**config.mk**
```make
export PLATFORM = sky130hd
export DESIGN_NAME = gate_logic_array
export DESIGN_NICKNAME = d
export VERILOG_FILES = /design/src/rtl/gate_logic_array.sv
export SDC_FILE = /design/constraint.sdc
export NUM_CORES = 1
export LEC_CHECK = 0
export BUFFER_PORTS_ARGS = -buffer_cell sky130_fd_sc_hd__buf_2
export CORE_UTILIZATION = 50
export CTS_CLUSTER_DIAMETER = 200
export DETAILED_ROUTE_END_ITERATION = 10
export PLACE_DENSITY = 0.85
export SLEW_MARGIN = 0
export SYNTH_ARGS = -nofsm -noshare
export SYNTH_HDL_FRONTEND = slang
export SYNTH_SLANG_ARGS = --single-unit
```
**constraint.sdc**
```tcl
create_clock -name clk -period 3.3 [get_ports clk]
set_input_delay 0.165 -clock clk [delete_from_list [all_inputs] [get_ports clk]]
set_output_delay 0.165 -clock clk [all_outputs]
set_load 0.01 [all_outputs]
```
**src/rtl/gate_logic_array.sv**
```systemverilog
// Multi-channel toggle gate: per-period fire budget with deferred replay.
// Ports: clk, rst_n, logic_reset, in, en -> out, exhausted, pend_ovf, busy.
module gate_logic_array #(
   parameter int CHANNELS   = 8,
   parameter int MAX_FIRES  = 1,
   parameter int PEND_DEPTH = 3
) (
   input  logic                clk,
   input  logic                rst_n,
   input  logic                logic_reset,
   input  logic [CHANNELS-1:0] in,
   input  logic [CHANNELS-1:0] en,
   output logic [CHANNELS-1:0] out,
   output logic [CHANNELS-1:0] exhausted,
   output logic [CHANNELS-1:0] pend_ovf,
   output logic                busy
);

   localparam int CW = $clog2(MAX_FIRES + 1);

   logic [CHANNELS-1:0] pend_nz;
   logic [CHANNELS-1:0] pend_nz_nxt;

   for (genvar g = 0; g < CHANNELS; g++) begin : g_ch
      logic          prev_q;
      logic          out_q;
      logic          exh_q;
      logic [CW-1:0] cnt;
      logic [CW-1:0] c_eff;
      logic [CW-1:0] c_nxt;
      logic          t;
      logic          budget;
      logic          fire;

      assign t      = en[g] & (prev_q ^ in[g]);
      // The strobe cycle already belongs to the new period.
      assign c_eff  = logic_reset ? '0 : cnt;
      assign budget = (c_eff < CW'(MAX_FIRES));
      assign fire   = en[g] & budget & (t | pend_nz[g]);
      // Cannot wrap: fire only when c_eff < MAX_FIRES.
      assign c_nxt  = c_eff + CW'(fire);

      always_ff @(posedge clk) begin
         if (!rst_n) begin
            prev_q <= in[g];
            out_q  <= 1'b0;
            exh_q  <= 1'b0;
            cnt    <= '0;
         end else begin
            prev_q <= in[g];
            out_q  <= fire;
            exh_q  <= (c_nxt == CW'(MAX_FIRES));
            cnt    <= c_nxt;
         end
      end

      assign out[g]       = out_q;
      assign exhausted[g] = exh_q;

      if (PEND_DEPTH > 0) begin : g_pend
         localparam int PW  = $clog2(PEND_DEPTH + 1);
         localparam int PW1 = PW + 1;

         logic [PW-1:0] pend;
         logic [PW-1:0] pend_n;
         logic [PW1-1:0] pend_sum;
         logic          ovf;
         logic          ovf_q;

         // Never negative: fire with pend==0 implies t.
         assign pend_sum = {1'b0, pend} + PW1'(t) - PW1'(fire);
         assign ovf      = (pend_sum > PW1'(PEND_DEPTH));
         assign pend_n   = ovf ? PW'(PEND_DEPTH) : pend_sum[PW-1:0];

         always_ff @(posedge clk) begin
            if (!rst_n) begin
               pend  <= '0;
               ovf_q <= 1'b0;
            end else begin
               pend <= pend_n;
               if (ovf) ovf_q <= 1'b1;
            end
         end

         assign pend_nz[g]     = |pend;
         assign pend_nz_nxt[g] = |pend_n;
         assign pend_ovf[g]    = ovf_q;
      end else begin : g_nopend
         // No store: excess toggles vanish without a flag.
         assign pend_nz[g]     = 1'b0;
         assign pend_nz_nxt[g] = 1'b0;
         assign pend_ovf[g]    = 1'b0;
      end
   end

   // Registered from next-state pend so it tracks the pend registers.
   always_ff @(posedge clk) begin
      if (!rst_n) busy <= 1'b0;
      else        busy <= |pend_nz_nxt;
   end

endmodule

```
### Word-level counts from Yosys, hierarchy flattened

Cells that the tools add are included.

| word-level totals | value |
|---|---|
| register bits after elaboration | 49 |
| input port bits | 19 |
| output and inout port bits | 25 |
| word-level logic and storage cells | 146 |

| cells by class | value |
|---|---|
| $add $sub $neg | 24 |
| magnitude comparators | 16 |
| mux-type cells | 16 |
| bitwise logic cells | 40 |
| reductions and logical operators | 9 |

Operator list:

| kind | number |
|---|---|
| $add A2 B1 Y3 | 8 |
| $and A1 B1 Y1 | 24 |
| $gt A3 B2 Y1 const B | 8 |
| $sub A3 B1 Y3 | 8 |
| $mux W2 | 8 |
| $reduce_or A16 Y1 | 1 |
| $reduce_or A2 Y1 | 8 |
| $add A1 B1 Y1 | 8 |
| $lt A1 B1 Y1 const B | 8 |
| $mux W1 | 8 |
| $or A1 B1 Y1 | 8 |
| $xor A1 B1 Y1 | 8 |

### Depth between registers and ports, before layout

| logic depth | value |
|---|---|
| depth in word-level cells | 8 |
| gate-level depth with buffers | 12 |
| mapped depth without buffers | 12 |

### Worst setup path before layout

Ideal clock, no wire load.

| timing | value |
|---|---|
| kind | reg2reg |
| from | reg g_ch[3].prev_q |
| to | reg busy |
| library setup time | 0.127 ns |
| arrival time | 2.280 ns |
| required time | 3.173 ns |
| setup slack | 0.893 ns |
| cell stages (with the launch flop) | 13 |
| path buffers | 0 |
| period minus slack after synthesis | 2.407 ns |
| cell sequence | dfxtp_1 -> xor2_1 -> nor3_1 -> nor3b_2 -> ha_1 -> inv_1 -> ha_1 -> inv_1 -> fa_1 -> xor2_1 -> or2_1 -> nor4_2 -> a31oi_1 |

| on the way | value |
|---|---|
| cells in the longest elaborated chain, start to end | 8 |
| elaborated cells on any way between the ends | 9 |

Ends and longest elaborated chain:

| item | RTL line | text |
|---|---|---|
| start: declaration | 25 | `logic prev_q;` |
| start signal: assignment | 45 | `prev_q <= in[g];` |
| start signal: assignment | 50 | `prev_q <= in[g];` |
| $xor A1 B1 Y1 (*) | 35 | `assign t = en[g] & (prev_q ^ in[g]);` |
| $and A1 B1 Y1 (*) | 35 |  |
| $or A1 B1 Y1 (*) | 39 | `assign fire = en[g] & budget & (t \| pend_nz[g]);` |
| $and A1 B1 Y1 (*) | 39 |  |
| named net g_ch[3].fire | 33 | `logic fire;` |
| $sub A3 B1 Y3 (*) | 71 | `assign pend_sum = {1'b0, pend} + PW1'(t) - PW1'(fire);` |
| $gt A3 B2 Y1 | 72 | `assign ovf = (pend_sum > PW1'(PEND_DEPTH));` |
| $mux W2 (*) | 73 | `assign pend_n = ovf ? PW'(PEND_DEPTH) : pend_sum[PW-1:0];` |
| $reduce_or A16 Y1 (*) | 99 | `else busy <= \|pend_nz_nxt;` |
| end signal: assignment | 99 |  |
| end: declaration | 16 | `output logic busy` |

The timed path passes the listed nets; every way through them passes the cells marked *.
A chain may end at the register's enable or synchronous reset.

### Final worst setup path

| timing | value |
|---|---|
| from | in in[3] |
| to | reg busy |

| on the way | value |
|---|---|
| cells in the longest elaborated chain, start to end | 8 |
| elaborated cells on any way between the ends | 9 |

Ends and longest elaborated chain:

| item | RTL line | text |
|---|---|---|
| start: declaration | 11 | `input logic [CHANNELS-1:0] in,` |
| $xor A1 B1 Y1 (*) | 35 |  |
| $and A1 B1 Y1 (*) | 35 |  |
| $or A1 B1 Y1 (*) | 39 |  |
| $and A1 B1 Y1 (*) | 39 |  |
| named net g_ch[3].fire | 33 |  |
| $sub A3 B1 Y3 (*) | 71 |  |
| $gt A3 B2 Y1 | 72 |  |
| $mux W2 (*) | 73 |  |
| $reduce_or A16 Y1 (*) | 99 |  |

Marks and branches as above.

==> impl_metrics.ini <==
[floorplanning]
io_pins = 44
start_util_pct = 53.7
dieArea_um2 = 5090
core-area_um2 = 4470
fp-row-count = 24
dieHeight_um = 71.3
die_x_um = 71.3

[power]
p_leak_uw = 0.00131
comb_power_share_pct = 45.0
power.total_uw = 2270
pwr-share-clk_pct = 15.7
vdd_ir_drop_max_mv = 0.513
switching_share_pct = 37.9
pwr-share-seq_pct = 39.3
powerDensity_nw_per_um2 = 852
internal-power_uw = 1410
switchingPower_uw = 858

[sta]
final_hold_viol_count = 0
fmaxAchievable_mhz = 354
slew_violations = 0
timing.final.crit_share_pct = 85.6
worstMarginPinSlew_ns = 0.542
period_needed_ns = 2.82
rsz0062_at_grt = false
slew-limit-headroom_pct = 63.6
fin_tns_setup_ns = 0
clock_skew_ns = 0.00328
finalSetupViolations = 0

[clocking]
cts_buffers = 5
cts_max_level = 2
tritoncts = done
postCtsSetupBuffers = 0
cts.sinks = 49
cts_hold_buf = 8
clk_pin_slew_ns = 0.08
insertion_delay_ns = 0.30
clock_path_buffers = 2
ctsResizeCount = 0
ctsRootBufferMaster = clkbuf_8

[logic_synthesis]
synth_ff_type = dfxtp_1
synth_seq_cells = 49
syn_nets = 292
synth_edf_count = 0
yosysUniqueCellTypes = 25
ys_seq_area_share_pct = 40.8
synth_cells = 249
async_reset_ff_share_pct = 0
yosysWarnings = 0
syn_avg_cell_area_um2 = 9.65
synth.cell_area_um2 = 2400

[grt]
antenna_found_initial = 0
grt_first_pass_wirelength_um = 6730
grt_max_degree = 25
grt-ovfl-total = 0
grt_use_total_pct = 17.7
grt_pass1_vias = 1575

[routing]
via_per_inst = 4.78
drt_wl_total_um = 3930
drc_errors = 4
drt-initial-drc-count = 53
drtPass1Iterations = 7
wl_per_cell_um = 11.8
ant_nets = 0
via_count = 1588

[critical_path]
path_cells = dlygate4sd3_1 > buf_2 > xor2_1 > nor3_1 > nor3b_2 > ha_1 > inv_1 > ha_1 > inv_1 > fa_1 > xor2_1 > or2_1 > nor4_2 > a31oi_1
critPathKind = primary input to register
critical_path.slowest_cell = dlygate4sd3_1
start_kind = primary input
critical_path_required_ns = 3.48
arrival_ns = 3.01
cpPeakStageDelay_ns = 0.53
critical_path_peak_fanout = 3
endpoint_kind = register

[cells_and_area]
final_common_cell = dfxtp_1
layout.nets = 323
n_antenna_cell = 0
drive_gt1_share_pct = 22.5
multi_input_area_um2 = 1110
layout_common_cells = dfxtp_1, buf_2, inv_1, nor2_1, and2_1
post-route-cell-area_um2 = 2660
final_cells = 332
regArea_um2 = 981
area_growth_pct = 10.6
fillers = 394

[placement]
place_inst = 317
dpl_cell_area_um2 = 2490
io_buffer_count = 43
gp_congestion = 0.770
dp_hpwl_um = 2870

[worst_hold_path]
min_path_type = primary input to register

[flow_run]
cap_violations = 0

[status]
status = complete, but fails checks
violations = design-rule violations
==> per-stage QoR <==
stage | util [%] | hold WS (ns) | setup WS [ns]
finish | 59.4 | 0.294 | 0.475
global route | 59.4 | 0.291 | 0.250
CTS | 59.4 | 0.292 | 0.444
detailed placement | 55.7 | 0.293 | 0.651
global placement | 55.7 | 0.292 | 0.710
floorplan | - | 0.193 | 0.893
==> path summary, 6_finish.rpt <==
path / end / slack (ns) / depth (start not counted) / startpoint
hold / removal: g_ch[7].cnt$_SDFF_PN0_ / 0.29 / 2 / rst_n
setup reg to reg: busy$_SDFF_PN0_ / 0.65 / 12 / g_ch[3].prev_q$_DFF_P_
hold reg to reg: g_ch[1].g_pend.ovf_q$_SDFFE_PN0P_ / 0.45 / 2 / g_ch[1].g_pend.ovf_q$_SDFFE_PN0P_
setup / recovery: busy$_SDFF_PN0_ / 0.48 / 14 / in[3]
==> sequential cells by signal (all words and copies together) (netlist names) <==
signal / cells
busy: 1
g_ch.cnt: 8
g_ch.out_q: 8
g_ch.g_pend.pend: 16
g_ch.g_pend.ovf_q: 8
g_ch.prev_q: 8
==> kinds of logic (layout without fill, tap and decap cells) <==
kind of cell	after synthesis	after routing	share of synthesized area, %
AND/OR/NAND/NOR	89	89	22.1
buffers and inverters	60	91	13.1
flip-flops	49	49	40.8
adder cells (fa/ha/maj)	24	24	15.0
XOR/XNOR	16	16	5.83
AO/OA/AOI/OAI	11	11	3.18
==> metal layers <==
metal	part of all wire [%]	vias to the layer above	track usage, %
met2	50	28	30.8
met4	2.0	0	8.00
met1	44	748	19.6
met3	3.8	5	5.91
li1	-	807	-
met5	0	-	0
==> area by class of cell <==
type	instances	share of cell area [%]
clock buffer	7	3.25
timing repair buffer	51	11.1
sequential	49	36.9
tap	52	2.45
multi-input combinational	140	41.6
inverter	33	4.66
==> cell usage after synthesis, types with 3 or more instances <==
cell | number | area share (%)
dfxtp_1 | 49 | 41
nor3_1 | 9 | 1.9
clkbuf_1 | 3 | 0.47
and2_1 | 22 | 5.7
buf_4 | 24 | 7.5
nor2b_1 | 8 | 2.1
xor2_1 | 15 | 5.5
o21a_1 | 8 | 2.5
inv_1 | 32 | 5.0
nor2_1 | 30 | 4.7
nor3b_2 | 8 | 4.2
fa_1 | 8 | 6.7
or2_2 | 4 | 1.0
ha_1 | 16 | 8.3
==> critical path, delay by kind of cell <==
| family | cells | cell delay [ns] |
|---|---|---|
| buffers and inverters | 4 | 0.77 |
| and+or+nand+nor | 4 | 0.83 |
| xor gates and xnor gates | 2 | 0.36 |
| AOI/OAI and AO/OA | 1 | 0.11 |
| adders and majority gates | 3 | 0.77 |
==> power by group through the flow <==
stage | clock network [µW] | registers [µW] | logic [µW]
after floorplan | 0 | 882 | 865
after global placement | 0 | 901 | 973
after detailed placement | 0 | 907 | 1010
after CTS | 366 | 893 | 1030
after global routing | 392 | 915 | 1200
final | 356 | 889 | 1020
No activity file was read; power rests on OpenSTA's default activity.
